`config.mk`:
```
export PLATFORM = sky130hd
export DESIGN_NAME = fifo_rd_ctrl
export DESIGN_NICKNAME = d
export VERILOG_FILES = /design/src/rtl/fifo_pkg.sv /design/src/rtl/fifo_rd_pipe.sv /design/src/rtl/fifo_rd_ctrl.sv
export SDC_FILE = /design/constraint.sdc
export NUM_CORES = 1
export LEC_CHECK = 0
export CAP_MARGIN = 10
export CELL_PAD_IN_SITES_DETAIL_PLACEMENT = 1
export CELL_PAD_IN_SITES_GLOBAL_PLACEMENT = 2
export CORE_ASPECT_RATIO = 0.8
export CORE_MARGIN = 4
export CORE_UTILIZATION = 24
export DETAILED_ROUTE_END_ITERATION = 8
export HOLD_SLACK_MARGIN = 0.03
export PLACE_DENSITY = 0.71
export SETUP_SLACK_MARGIN = 0.4
export SLEW_MARGIN = 10
export SYNTH_ARGS = -nofsm -noshare
export SYNTH_HDL_FRONTEND = slang
export SYNTH_SLANG_ARGS = --single-unit
export TNS_END_PERCENT = 20
```
`constraint.sdc`:
```
create_clock -name clk -period 1.51 [get_ports clk]
set_input_delay 0.151 -clock clk [delete_from_list [all_inputs] [get_ports clk]]
set_output_delay 0.151 -clock clk [all_outputs]
set_load 0.01 [all_outputs]
```
`src/rtl/fifo_pkg.sv`:
```
// rtl/fifo_pkg.sv - shared FIFO word size default and read-controller state encoding
package fifo_pkg;

  localparam int FIFO_DATA_SIZE = 4;

  typedef enum logic [1:0] {
    ST_IDLE   = 2'd0,
    ST_ACTIVE = 2'd1,
    ST_PAUSE  = 2'd2,
    ST_ERROR  = 2'd3
  } rd_state_e;

  // burst_cnt only needs to hold 0..burst_len-1
  function automatic int burst_cnt_width(input int burst_len);
    return (burst_len < 2) ? 1 : $clog2(burst_len);
  endfunction

endpackage

```
`src/rtl/fifo_rd_pipe.sv`:
```
// rtl/fifo_rd_pipe.sv - two-stage capture of popped FIFO words into data_out/valid_out
module fifo_rd_pipe
  import fifo_pkg::*;
#(
  parameter int DATA_SIZE = FIFO_DATA_SIZE
) (
  input  logic                 clk,
  input  logic                 reset,
  input  logic                 read,
  input  logic [DATA_SIZE-1:0] buffer_out,
  output logic [DATA_SIZE-1:0] data_out,
  output logic                 valid_out
);

  logic                 rd_d1_q, rd_d1_d;
  logic                 valid_q, valid_d;
  logic [DATA_SIZE-1:0] data_q, data_d;

  // buffer_out is valid the cycle after read, which is exactly when rd_d1_q is high
  always_comb begin
    rd_d1_d = read;
    valid_d = rd_d1_q;
    data_d  = rd_d1_q ? buffer_out : data_q;
  end

  always_ff @(posedge clk) begin
    if (reset) begin
      rd_d1_q <= 1'b0;
      valid_q <= 1'b0;
      data_q  <= '0;
    end else begin
      rd_d1_q <= rd_d1_d;
      valid_q <= valid_d;
      data_q  <= data_d;
    end
  end

  assign data_out  = data_q;
  assign valid_out = valid_q;

endmodule

```
`src/rtl/fifo_rd_ctrl.sv`:
```
// rtl/fifo_rd_ctrl.sv - FIFO read-side controller: burst-limited draining, pop counting, sticky error
module fifo_rd_ctrl
  import fifo_pkg::*;
#(
  parameter int DATA_SIZE   = FIFO_DATA_SIZE,
  parameter int BURST_LEN   = 4,
  parameter int COUNT_WIDTH = 8
) (
  input  logic                   clk,
  input  logic                   reset,
  input  logic                   enable,
  input  logic                   fifo_empty,
  input  logic                   fifo_error,
  input  logic [DATA_SIZE-1:0]   buffer_out,
  input  logic                   dest_almost_full,
  output logic                   read,
  output logic [DATA_SIZE-1:0]   data_out,
  output logic                   valid_out,
  output logic [COUNT_WIDTH-1:0] pop_count,
  output logic                   idle,
  output logic                   error_out
);

  localparam int             BCW        = burst_cnt_width(BURST_LEN);
  localparam logic [BCW-1:0] BURST_LAST = BCW'(BURST_LEN - 1);

  rd_state_e              state_q, state_d;
  logic [BCW-1:0]         burst_cnt_q, burst_cnt_d;
  logic [COUNT_WIDTH-1:0] pop_count_q, pop_count_d;
  logic                   idle_q, idle_d;
  logic                   error_q, error_d;
  logic                   pop;

  always_comb begin
    state_d     = state_q;
    burst_cnt_d = burst_cnt_q;
    pop_count_d = pop_count_q;
    pop         = 1'b0;

    case (state_q)
      ST_IDLE: begin
        if (enable) state_d = ST_ACTIVE;
      end
      ST_ACTIVE: begin
        if (!enable) begin
          state_d = ST_IDLE;
        end else begin
          pop = !fifo_empty && !dest_almost_full && !reset;
          if (pop) begin
            pop_count_d = pop_count_q + 1'b1;
            if (burst_cnt_q == BURST_LAST) begin
              burst_cnt_d = '0;
              state_d     = ST_PAUSE;
            end else begin
              burst_cnt_d = burst_cnt_q + 1'b1;
            end
          end
        end
      end
      ST_PAUSE: begin
        state_d = enable ? ST_ACTIVE : ST_IDLE;
      end
      default: begin
        state_d = ST_ERROR;
      end
    endcase

    // A FIFO fault overrides every other transition and is only cleared by reset
    if (fifo_error) state_d = ST_ERROR;

    idle_d  = (state_d == ST_IDLE);
    error_d = (state_d == ST_ERROR);
  end

  always_ff @(posedge clk) begin
    if (reset) begin
      state_q     <= ST_IDLE;
      burst_cnt_q <= '0;
      pop_count_q <= '0;
      idle_q      <= 1'b1;
      error_q     <= 1'b0;
    end else begin
      state_q     <= state_d;
      burst_cnt_q <= burst_cnt_d;
      pop_count_q <= pop_count_d;
      idle_q      <= idle_d;
      error_q     <= error_d;
    end
  end

  fifo_rd_pipe #(
    .DATA_SIZE (DATA_SIZE)
  ) u_pipe (
    .clk        (clk),
    .reset      (reset),
    .read       (pop),
    .buffer_out (buffer_out),
    .data_out   (data_out),
    .valid_out  (valid_out)
  );

  assign read      = pop;
  assign pop_count = pop_count_q;
  assign idle      = idle_q;
  assign error_out = error_q;

endmodule
```
==> impl_metrics.json <==
{
  "status": "finished, violations left",
  "violations": "negative setup slack",
  "floorplan.rows": 19,
  "cp.arrival_ns": 1.75,
  "worst_r2r_endpoint": "burst_cnt_q[0]",
  "numCtsBuffers": 3,
  "critical_path.slowest_cell": "sky130_fd_sc_hd__or4_4",
  "worst_pin_slew_ns": 0.258,
  "synth.cells.most_frequent": "20 x sky130_fd_sc_hd__dfxtp_1, 9 x sky130_fd_sc_hd__nor2_1, 7 x sky130_fd_sc_hd__a21oi_1, 6 x sky130_fd_sc_hd__mux2i_1, 6 x sky130_fd_sc_hd__nand3_1",
  "worst_min_path_class": "primary input to register",
  "worst_setup_hold_path_clk_slew_ns": 0.07,
  "worst_setup_path_end_kind": "register",
  "timing.final.hold_violations": 0,
  "globalRouteOverflowTotal": 0,
  "post-route-period-util": 1.03,
  "crit_path_cell_trace": "or3b_4, buf_6, or4_4, a21oi_2",
  "r2r_setup_slack_ns": -0.05,
  "power_per_cell_area_nw_per_um2": 738,
  "total_global_route_track_usage": 0.121,
  "boundaryPins": 26,
  "post-synth-top-area-cell": "sky130_fd_sc_hd__dfxtp_1",
  "synth_top_cell_area_share": 0.472,
  "max_freq_mhz": 640,
  "floorplan.die.height_um": 61.2,
  "drcViolationCount": 0,
  "dr.first_iter.drc_count": 30,
  "dp_hpwl_um": 1830,
  "worstPathMaxFanout": 4,
  "clock_tree.buffer_depth": 2,
  "drt-total-wl_um": 2440,
  "hold_path_startpoint": "enable",
  "path_depth": 4,
  "synth_top_cells_by_area": "sky130_fd_sc_hd__dfxtp_1 47%, sky130_fd_sc_hd__mux2i_1 7.1%, sky130_fd_sc_hd__a21oi_1 4.1%",
  "path_buf_inv": 1,
  "skew_final_ns": 0.00181,
  "postSynthNetCount": 99,
  "startpoint": "state_q[1]",
  "yosysMostFrequentCell": "sky130_fd_sc_hd__dfxtp_1",
  "synthesized_area_divided_by_synthesized_cell_count_sq_um": 9.75,
  "drtPass1Iterations": 4,
  "worst_setup_path_start_kind": "register",
  "max-vdd-ir-drop_mv": 0.491,
  "grt_setup_unrepaired": "true",
  "wl_per_cell_um": 14.5,
  "async_sr_flop_fraction": 0,
  "fp.dieArea_sq_um": 4560,
  "drtAntennaViolNets": 0,
  "globalplace.congestion": 0.799,
  "timing.final.setup_violations": 3,
  "final.setup.worst_slack_ns": -0.0520,
  "cts.hold.buffers_added": 0,
  "total_via_count_after_detailed_routing": 794,
  "htree_num_levels": 1,
  "maximum_number_of_pins_on_one_net_before_global_route_repair": 20,
  "slew-limit-headroom": 0.826,
  "ys_seq_area_frac": 0.472,
  "critPathCapture": "burst_cnt_q[0]",
  "number_of_port_buffers": 25,
  "crit_type": "register to register",
  "rr_startpoint": "state_q[1]",
  "die_w_um": 74.5,
  "ys_warn_count": 0,
  "postSynthRegisterBits": 20,
  "post-place-ws_ns": -0.446,
  "post_synth_instance_area_sq_um": 848,
  "worstSkewPairLatency_ns": 0.25,
  "finalMaxSlewViolations": 0,
  "grt_pass1_vias": 832,
  "tritoncts": "done",
  "cp.required_ns": 1.70,
  "leak_nw": 0.598,
  "post_synth_inst_count": 87,
  "antenna_violations_before_repair": 0,
  "cp_slowest_stage_delay_ns": 0.47,
  "final.min_clock_period_ns": 1.56,
  "vias_cell": 4.73,
  "layoutNonFillerInstCount": 168,
  "core-area_sq_um": 3420,
  "drv_cap": 0,
  "cts-root-buf": "sky130_fd_sc_hd__clkbuf_8",
  "worstRegToRegCells": 4,
  "number_of_antenna_diodes": 0,
  "initial_utilization": 0.248,
  "wire_length_of_the_first_global_routing_pass_um": 4070,
  "synthDistinctLibCells": 31,
  "timing.critical_path.max_delay_family": "simple AND/OR/NAND/NOR gates",
  "tritoncts_num_sinks": 20,
  "synthToLayoutAreaGrowth_pct": 61.1,
  "post-place-cells": 164,
  "layout-drive-gt1-share": 0.325,
  "number_of_enable_type_register_cells_in_the_synthesized_netlist": 0,
  "nNetsFinal": 140,
  "postSynth.topFlopCell": "sky130_fd_sc_hd__dfxtp_1"
}
==> metal layers <==
layer  track usage  wire, um  vias to the layer above
li1              -         -                      399
met1         0.149      1100                      378
met2         0.199      1200                       13
met3        0.0424       116                        4
met4        0.0381        28                        0
met5             0         0                        -
==> metrics by stage <==
step / power [mW] / hold WS (ns) / TNS (ns) / utilization / area [sq um]
2_1_floorplan: 0.595 / 0.298 / -0.0308 / - / 850
3_3_place_gp: 0.666 / 0.476 / -2.84 / 0.361 / 1240
3_5_place_dp: 0.669 / 0.486 / -3.26 / 0.361 / 1240
4_1_cts: 1.02 / 0.413 / -0.166 / 0.388 / 1330
5_1_grt: 1.06 / 0.437 / -0.381 / 0.399 / 1370
6_report: 1.01 / 0.410 / -0.101 / 0.399 / 1370
==> logic make-up (layout without fill, tap and decap cells) <==
| group | after synthesis | in the layout | synth area share |
|---|---|---|---|
| DFF | 20 | 20 | 0.472 |
| and+or+nand+nor | 33 | 33 | 0.239 |
| muxes | 7 | 7 | 0.0841 |
| buffers and inverters | 7 | 46 | 0.0413 |
| AOI/OAI and AO/OA | 18 | 18 | 0.134 |
| adders and majority gates | 2 | 2 | 0.0295 |
==> area by class of cell <==
| class | count | area [sq um] |
|---|---|---|
| Multi-Input combinational cell | 60 | 489 |
| Inverter | 2 | 7.51 |
| Clock buffer | 3 | 41.3 |
| Fill cell | 410 | 2060 |
| Sequential cell | 20 | 408 |
| Timing Repair Buffer | 41 | 368 |
| Tap cell | 42 | 52.6 |
==> layout by cell type, fill, tap and decap left out, types with 2 or more instances in the layout <==
master,synthesis,layout
sky130_fd_sc_hd__dlygate4sd2_1,0,18
sky130_fd_sc_hd__ha_1,2,2
sky130_fd_sc_hd__nor2b_1,2,2
sky130_fd_sc_hd__a21oi_2,0,3
sky130_fd_sc_hd__buf_6,1,5
sky130_fd_sc_hd__or4_4,0,3
sky130_fd_sc_hd__buf_4,0,11
sky130_fd_sc_hd__dfxtp_1,20,16
sky130_fd_sc_hd__clkdlybuf4s50_1,0,6
sky130_fd_sc_hd__nand3_1,6,5
sky130_fd_sc_hd__or3b_4,1,2
sky130_fd_sc_hd__nor2_1,9,9
sky130_fd_sc_hd__a21oi_1,7,4
sky130_fd_sc_hd__inv_1,2,2
sky130_fd_sc_hd__nand2_1,3,3
sky130_fd_sc_hd__clkbuf_8,0,3
sky130_fd_sc_hd__dfxtp_2,0,3
sky130_fd_sc_hd__o21ai_1,4,3
sky130_fd_sc_hd__mux2i_1,6,6
==> flip-flops by register name (all words and copies together) (netlist names) <==
signal            flops
pop_count             8
state_q               2
idle                  1
u_pipe.data_out       4
burst_cnt_q           2
error_out             1
u_pipe.valid_out      1
u_pipe.rd_d1_q        1
==> power breakdown <==
group	internal, mW	switching [mW]	leakage, nW
clock	0.178	0.171	0.0216
sequential	0.535	0.00626	0.164
combinational	0.0658	0.0524	0.412
==> worst reg2reg max path, cell delays in order, from the launching register on <==
cell and delay, ns:
sky130_fd_sc_hd__dfxtp_2 0.35, sky130_fd_sc_hd__or3b_4 0.40, sky130_fd_sc_hd__buf_6 0.14, sky130_fd_sc_hd__or4_4 0.47
sky130_fd_sc_hd__a21oi_2 0.14
==> how the worst min path moves through the flow <==
| stage | end | slack (ns) | depth (start not counted) |
|---|---|---|---|
| after floorplan | u_pipe.data_out[0] | 0.30 | 2 |
| after global placement | burst_cnt_q[1] | 0.48 | 2 |
| after detailed placement | u_pipe.data_out[0] | 0.49 | 2 |
| after CTS | state_q[1] | 0.41 | 3 |
| after global routing | state_q[1] | 0.44 | 3 |
| final | state_q[1] | 0.41 | 3 |
==> what timing repair did <==
action,4_1_cts,5_1_grt
pin swaps,13,3
gates resized for setup,36,10
setup buffers,1,0
endpoints found under the setup margin,28,19
(Power assumes the default switching activity.)
